File: src/rtl/uop_sequencer.sv
// Micro-op issue stage: buffers 5-bit codes in a small FIFO and drives them onto the
// control unit's uOP bus, holding multiply for the full multiply window plus one gap cycle.
module uop_sequencer #(
   parameter int DEPTH      = 4,
   parameter int MUL_CYCLES = 11,
   parameter int LW         = $clog2(DEPTH + 1)
) (
   input  logic          CLK,
   input  logic          RST,
   input  logic          IN_VALID,
   input  logic [4:0]    IN_UOP,
   output logic          IN_READY,
   output logic [4:0]    UOP,
   output logic          BUSY,
   output logic          DONE,
   output logic          ERR,
   output logic [LW-1:0] LEVEL
);

   localparam int PW = (DEPTH > 1) ? $clog2(DEPTH) : 1;
   localparam int CW = $clog2(MUL_CYCLES + 1);
   localparam logic [4:0]    OP_IDLE   = 5'b00000;
   localparam logic [4:0]    OP_MUL    = 5'b10110;
   localparam logic [CW-1:0] HOLD_INIT = CW'(MUL_CYCLES - 1);
   localparam logic [LW-1:0] FULL_LVL  = LW'(DEPTH);

   typedef enum logic [1:0] {S_IDLE, S_ISSUE, S_HOLD_MUL, S_GAP} state_t;

   logic [4:0]    mem [DEPTH];
   logic [PW-1:0] wptr;
   logic [PW-1:0] rptr;
   logic [CW-1:0] hold_cnt;
   state_t        state;

   logic          accept;
   logic          push;
   logic          pop;
   logic [4:0]    head;
   state_t        launch_state;

   function automatic logic is_legal(input logic [4:0] code);
      return code <= OP_MUL;
   endfunction

   assign IN_READY     = (LEVEL != FULL_LVL);
   assign accept       = IN_VALID && IN_READY;
   assign push         = accept && is_legal(IN_UOP);
   assign head         = mem[rptr];
   assign launch_state = (head == OP_MUL) ? S_HOLD_MUL : S_ISSUE;

   // The FSM may take a new op from the FIFO in every state except while a multiply is held.
   always_comb begin
      pop = 1'b0;
      if (LEVEL != '0 && state != S_HOLD_MUL)
         pop = 1'b1;
   end

   always_ff @(posedge CLK) begin
      if (push)
         mem[wptr] <= IN_UOP;
   end

   always_ff @(posedge CLK or posedge RST) begin
      if (RST) begin
         wptr  <= '0;
         rptr  <= '0;
         LEVEL <= '0;
      end else begin
         if (push)
            wptr <= wptr + PW'(1);
         if (pop)
            rptr <= rptr + PW'(1);
         case ({push, pop})
            2'b10:   LEVEL <= LEVEL + LW'(1);
            2'b01:   LEVEL <= LEVEL - LW'(1);
            default: LEVEL <= LEVEL;
         endcase
      end
   end

   always_ff @(posedge CLK or posedge RST) begin
      if (RST) begin
         state    <= S_IDLE;
         UOP      <= OP_IDLE;
         BUSY     <= 1'b0;
         DONE     <= 1'b0;
         ERR      <= 1'b0;
         hold_cnt <= '0;
      end else begin
         ERR  <= accept && !is_legal(IN_UOP);
         DONE <= 1'b0;
         case (state)
            S_HOLD_MUL: begin
               if (hold_cnt == '0) begin
                  // Gap cycle lets the control unit drop back to reset before the next op.
                  state <= S_GAP;
                  UOP   <= OP_IDLE;
                  BUSY  <= 1'b1;
                  DONE  <= 1'b1;
               end else begin
                  hold_cnt <= hold_cnt - CW'(1);
               end
            end
            default: begin
               if (state == S_ISSUE)
                  DONE <= 1'b1;
               if (pop) begin
                  state    <= launch_state;
                  UOP      <= head;
                  BUSY     <= 1'b1;
                  hold_cnt <= HOLD_INIT;
               end else begin
                  state <= S_IDLE;
                  UOP   <= OP_IDLE;
                  BUSY  <= 1'b0;
               end
            end
         endcase
      end
   end

endmodule

File: config.mk
export PLATFORM = sky130hd
export DESIGN_NAME = uop_sequencer
export DESIGN_NICKNAME = d
export VERILOG_FILES = /design/src/rtl/uop_sequencer.sv
export SDC_FILE = /design/constraint.sdc
export NUM_CORES = 1
export LEC_CHECK = 0
export BUFFER_PORTS_ARGS = -buffer_cell sky130_fd_sc_hd__buf_2
export CORE_MARGIN = 3
export CORE_UTILIZATION = 45
export DETAILED_ROUTE_END_ITERATION = 6
export SLEW_MARGIN = 20
export SYNTH_ARGS = -nofsm -noshare
export SYNTH_HDL_FRONTEND = slang
export SYNTH_SLANG_ARGS = --single-unit
File: constraint.sdc
create_clock -name CLK -period 3.4 [get_ports CLK]
set_input_delay 0.51 -clock CLK [delete_from_list [all_inputs] [get_ports CLK]]
set_output_delay 0.51 -clock CLK [all_outputs]
set_load 0.01 [all_outputs]
==> results.ini, run 1 <==
[outcome]
status=finished, final reports clean

[global_route]
grt_pass1_vias=1029
overflow=0
grt_first_pass_wirelength_um=4950
grtUsageMet3_pct=5.83
busiest_layer=met2
grt_max_degree=22
groute.usage.overall_pct=15.2
met2_usage_pct=25.1
antenna_found_initial=0
met1_usage_pct=17.7

[worst_setup_path]
startpoint_type=register
crit_type=reg -> reg
crit_family=adder cells
worstPathMaxFanout=7
cp_slowest_stage_delay_ps=430
end_kind=register
critPathBufInv=1
cp.required_ps=3580
path_depth=8
crit_slowest_cell=dfrtp_1
arrival_ps=2470
reg2reg_depth=8
cp_cell_sequence=or3_1, nand2_1, inv_1, ha_1, fa_1, xnor2_1, nor2_1, xor2_1

[synth]
syn_area_um2=1780
ys_ff_latch=41
syn-num-nets=134
syn_inst=118
async_flop_share_pct=51.2
synth_largest_area_cell=edfxtp_1
synth_edf_count=20
synthTopCellsByArea=edfxtp_1 (34%), dfrtp_1 (30%), mux4_2 (5.1%)
netlist.area_leader.share_pct=33.8
synth-seq-area-share_pct=63.3
synth_flop_cell=dfrtp_1
yosys_warnings=0
synth_area_per_cell_um2=15.1
synthDistinctLibCells=36

[clock_network]
cts_num_sinks=41
cts_tree=built
htreeDepth=2
numCtsBuffers=5
cts.path.max_buffers=2
root_buffer=clkbuf_8
post_cts_buffers=0
worstSkewPairLatency_ps=300
clk_pin_slew_ps=70
postCtsHoldBufs=0
cts_resized=0

[floorplanning]
core_area_um2=3740
start_util_pct=47.5
num_rows=22
ios=20
die_h_um=68.9
dieArea_um2=4740
die_w_um=68.9

[timing]
timing.setup.tns_ps=0
max_freq_ghz=0.438
post-route-period-util_pct=67.2
setup_violations=0
rsz0062_at_grt=no
hold_violations=0
relSlewSlack_pct=46.7
drv_slew=0
worstMarginPinSlew_ps=798
skew_ps=2.09
min_period_ps=2290

[routing]
routedWlPerCell_um=16.7
drt_iter0_drc=49
drc_errors=0
detail-route-antenna-nets=0
via_per_inst=5.41
num_vias=1028
wl_um=3180
first_pass_iters=4

[power]
ir_worst_vdd_v=0.000414
p_total_uw=1780
power.density_nw_per_um2=868
power.leakage_uw=0.000826

[worst_hold_path]
hold_path_class=in -> async

[place]
gp_congestion=0.717
io_buffers=19
dp_hpwl_um=2300

[cells_and_area]
fill_cells=329
layout_commonest_cell=dfrtp_1
antennaDiodeCount=0
syn_to_final_growth_pct=15.1
drive_gt1_share_pct=25.4
layout_common_cells=dfrtp_1 (21), edfxtp_1 (20), buf_2 (19), inv_1 (10), ha_1 (7)
nets=157

[job]
maxCapViolations=0

==> report_power, final <==
part           leakage, µW  internal, µW  total [µW]  switching (µW)
logic             0.000333           288         549             261
registers         0.000426           658         768             110
clock network    0.0000681           291         460             168
==> metrics by stage <==
stage               worst slack, ps  area, µm²  utilization [%]  hold slack (ps)  cells
global route                    951       2050             54.7              404    190
floorplan                      1270       1780                -              450    118
finish                         1110       2050             54.7              353    190
detailed placement             1090       1910             51.1              476    182
CTS                            1110       2050             54.7              375    190
global placement               1130       1910             51.1              460    182
==> synth_stat cells (2+ instances only) <==
cell type,n
a22o_1,4
and2_1,4
dfrtp_1,21
edfxtp_1,20
ha_1,7
inv_1,10
mux2_2,2
mux2i_1,2
mux4_2,4
nand2_1,3
nand2b_1,2
nand3_1,2
nor2_1,2
nor3_1,2
nor3b_1,3
o21ai_0,4
or3_1,2
or4_1,2
xnor2_1,5
==> state kept, by name (all words and copies together), names as in the netlist <==
signal,cells
state,2
wptr,2
DONE,1
BUSY,1
hold_cnt,4
mem,20
UOP,5
ERR,1
rptr,2
LEVEL,3
==> worst reg2reg max path, delay by kind of cell (launching register included) <==
family,cells,cell delay [ps]
XOR/XNOR,2,290
adder cells (fa/ha/maj),2,640
buffers and inverters,1,180
flip-flops,1,430
AND/OR/NAND/NOR,3,640
==> cell families (layout without fill, tap and decap cells) <==
group	after synthesis	in the layout	share of synthesized area (%)
AND/OR/NAND/NOR	25	25	8.44
XOR/XNOR	6	6	2.96
multiplexers	9	9	8.94
AO/OA/AOI/OAI	16	16	7.04
flip-flops	41	41	63.3
buffers and inverters	13	37	3.24
adder cells (fa/ha/maj)	8	8	6.05
==> worst paths after layout <==
kind	startpoint	slack (ps)	to
max in group asynchronous	RST	2550	UOP[3]$_DFFE_PP0P_
hold / removal	RST	350	wptr[1]$_DFFE_PP0P_
setup reg to reg	LEVEL[2]$_DFFE_PP0P_	1110	LEVEL[2]$_DFFE_PP0P_
min in group CLK	IN_UOP[0]	440	mem[1][0]$_DFFE_PP_
setup / recovery	LEVEL[2]$_DFFE_PP0P_	1110	LEVEL[2]$_DFFE_PP0P_
hold reg to reg	state[1]$_DFFE_PP0P_	490	DONE$_DFF_PP0_
==> routing by layer <==
layer,vias to the layer above,wire (µm)
li1,475,-
met2,28,1650
met3,7,148
met1,518,1330
met5,-,0
met4,0,57
==> layout make-up <==
class	instances	area [µm²]	share of cell area, %
flip-flops and latches	41	1130	55.0
multi-input cells	64	594	29.0
repair buffers	19	95.1	4.65
clock buffers	5	68.8	3.36
clock inverters	3	65.1	3.18
well taps	48	60.1	2.93
inverters	10	37.5	1.83
Power figures use the tool's default switching activity.
==> inputs of run 2 (changes only) <==
- clock period: 3.4 -> 2.3 ns (I/O delays scaled with it)
==> run 2 against run 1 <==
- via count barely moved
- cell count up 2.1%
- combinational power grew 50%
- fmax increased by 6.0%
- critical path type unchanged
- largest cell class unchanged
==> results.ini, run 2 (synthesis results as in run 1) <==
[clock_network]
cts_tree=built  ; unchanged
htreeDepth=2  ; unchanged
cts_num_sinks=41  ; unchanged
post_cts_buffers=0  ; unchanged
postCtsHoldBufs=0  ; unchanged
worstSkewPairLatency_ps=290  ; was 300 ps
clk_pin_slew_ps=80  ; was 70 ps
numCtsBuffers=5  ; unchanged
root_buffer=clkbuf_8  ; unchanged
cts.path.max_buffers=2  ; unchanged
cts_resized=0  ; unchanged

[floorplanning]
start_util_pct=47.5  ; unchanged
dieArea_um2=4740  ; unchanged
die_w_um=68.9  ; unchanged
ios=20  ; unchanged
core_area_um2=3740  ; unchanged
die_h_um=68.9  ; unchanged
num_rows=22  ; unchanged

[timing]
setup_violations=0  ; unchanged
drv_slew=0  ; unchanged
finalWorstSetupSlack_ps=143  ; was 1110 ps
max_freq_ghz=0.464  ; was 0.438 GHz
hold_slack_ps=192  ; was 353 ps
relSlewSlack_pct=46.5  ; was 46.7%
min_period_ps=2160  ; was 2290 ps
skew_ps=7.43  ; was 2.09 ps
timing.setup.tns_ps=0  ; unchanged
post-route-period-util_pct=93.8  ; was 67.2%
hold_violations=0  ; unchanged
worstMarginPinSlew_ps=802  ; was 798 ps
rsz0062_at_grt=no  ; unchanged

[cells_and_area]
syn_to_final_growth_pct=14.6  ; was 15.1%
drive_gt1_share_pct=27.4  ; was 25.4%
largest_reg_flops=20  ; unchanged
regMostFlops=mem  ; unchanged
antennaDiodeCount=0  ; unchanged
layout_commonest_cell=dfrtp_1  ; unchanged
final_util_pct=54.4  ; was 54.7%
nets=161  ; was 157
layout_common_cells=dfrtp_1 (21), edfxtp_1 (20), buf_2 (19), inv_1 (10), ha_1 (7)  ; unchanged
largestRegisters=mem: 20 flops, UOP: 5 flops, hold_cnt: 4 flops  ; unchanged

[power]
p_clk_share_pct=19.6  ; was 25.9%
sw_frac_of_total_pct=32.7  ; was 30.4%
p_int_uw=1640  ; was 1240 µW
sequentialPowerShare_pct=46.5  ; was 43.2%
power.density_nw_per_um2=1190  ; was 868 nW/µm²
p_comb_share_pct=33.9  ; was 30.9%
ir_worst_vdd_v=0.000631  ; was 0.000414 V
power.leakage_uw=0.000822  ; was 0.000826 µW
switchingPower_uw=796  ; was 540 µW

[worst_setup_path]
crit_slowest_cell=or3b_1  ; was dfrtp_1
crit_family=adder cells  ; unchanged
startpoint_type=register  ; unchanged
reg2reg_setup_slack_ps=140  ; was 1110 ps
cp_cell_sequence=or3b_1, o211a_2, inv_1, ha_1, fa_1, mux2_2  ; was or3_1, nand2_1, inv_1, ha_1, fa_1, xnor2_1, nor2_1, xor2_1
arrival_ps=2340  ; was 2470 ps
worstPathMaxFanout=7  ; unchanged
cp_slowest_stage_delay_ps=450  ; was 430 ps
cp.required_ps=2480  ; was 3580 ps
crit_type=reg -> reg  ; unchanged
end_kind=register  ; unchanged
critPathBufInv=1  ; unchanged

[routing]
drc_errors=0  ; unchanged
drt_iter0_drc=79  ; was 49
via_per_inst=5.30  ; was 5.41
detail-route-antenna-nets=0  ; unchanged
wl_um=3000  ; was 3180 µm
routedWlPerCell_um=15.5  ; was 16.7 µm
first_pass_iters=4  ; unchanged
num_vias=1029  ; was 1,028

[global_route]
groute.usage.overall_pct=15.5  ; was 15.2%
grtUsageMet3_pct=5.67  ; was 5.83%
grt_max_degree=22  ; unchanged
grt_first_pass_wirelength_um=5170  ; was 4950 µm
overflow=0  ; unchanged
met1_usage_pct=19.7  ; was 17.7%
busiest_layer=met2  ; unchanged
met2_usage_pct=24.8  ; was 25.1%
antenna_found_initial=0  ; unchanged
grt_pass1_vias=1058  ; was 1,029

[worst_hold_path]
hold_path_class=in -> async  ; unchanged

[place]
dp_hpwl_um=2280  ; was 2300 µm
dp_slack_ps=124  ; was 1090 ps
gp_congestion=0.700  ; was 0.717
io_buffers=19  ; unchanged

[job]
maxCapViolations=0  ; unchanged

[outcome]
status=finished, final reports clean  ; unchanged

-- run 2: cell types whose count changed in the layout (fill, tap and decap cells not counted), sizes merged --
cell      delta
buf          +4
clkinvlp     +1
inv          +1
bufinv       -2
-- run 2: power groups by stage --
stage	Clock, µW	Sequential [µW]	Combinational [µW]
final	476	1130	824
after global routing	532	1170	940
after CTS	497	1140	845
after detailed placement	0	1150	843
after global placement	0	1140	815
after floorplan	0	1130	609
-- run 2: layout make-up --
class / count / area, µm²
Tap cell: 48 / 60.1
Clock buffer: 5 / 68.8
Timing Repair Buffer: 23 / 125
Inverter: 10 / 37.5
Fill cell: 336 / 1710
Multi-Input combinational cell: 64 / 594
Sequential cell: 41 / 1130
Clock inverter: 3 / 25.0
-- run 2: worst reg2reg max path: stages (launching register included) --
cell and delay (ps):
dfrtp_1 440, or3b_1 450, o211a_2 210, inv_1 70, ha_1 200, fa_1 420
mux2_2 260
-- run 2: stage by stage --
stage | area [µm²] | std cells | total power, µW
5_1_grt | 2040 | 194 | 2640
4_1_cts | 2040 | 194 | 2480
2_1_floorplan | 1780 | 118 | 1730
3_3_place_gp | 1940 | 186 | 1960
3_5_place_dp | 1940 | 186 | 2000
6_report | 2040 | 194 | 2430
-- run 2: path summary, 6_finish.rpt --
kind / startpoint / endpoint / depth (start not counted)
max: LEVEL[1]$_DFFE_PP0P_ / LEVEL[1]$_DFFE_PP0P_ / 6
min: RST / rptr[1]$_DFFE_PP0N_ / 2
max reg2reg: LEVEL[1]$_DFFE_PP0P_ / LEVEL[1]$_DFFE_PP0P_ / 6
min reg2reg: state[1]$_DFFE_PP0P_ / DONE$_DFF_PP0_ / 1
max in group asynchronous: RST / hold_cnt[2]$_DFFE_PP0P_ / 2
min in group CLK: IN_UOP[1] / mem[0][1]$_DFFE_PP_ / 1
-- run 2: per-layer routing --
layer / share of wire, % / vias up
met5: 0 / -
met4: 1.1 / 0
met1: 43 / 509
met2: 51 / 29
met3: 5.0 / 4
li1: - / 487
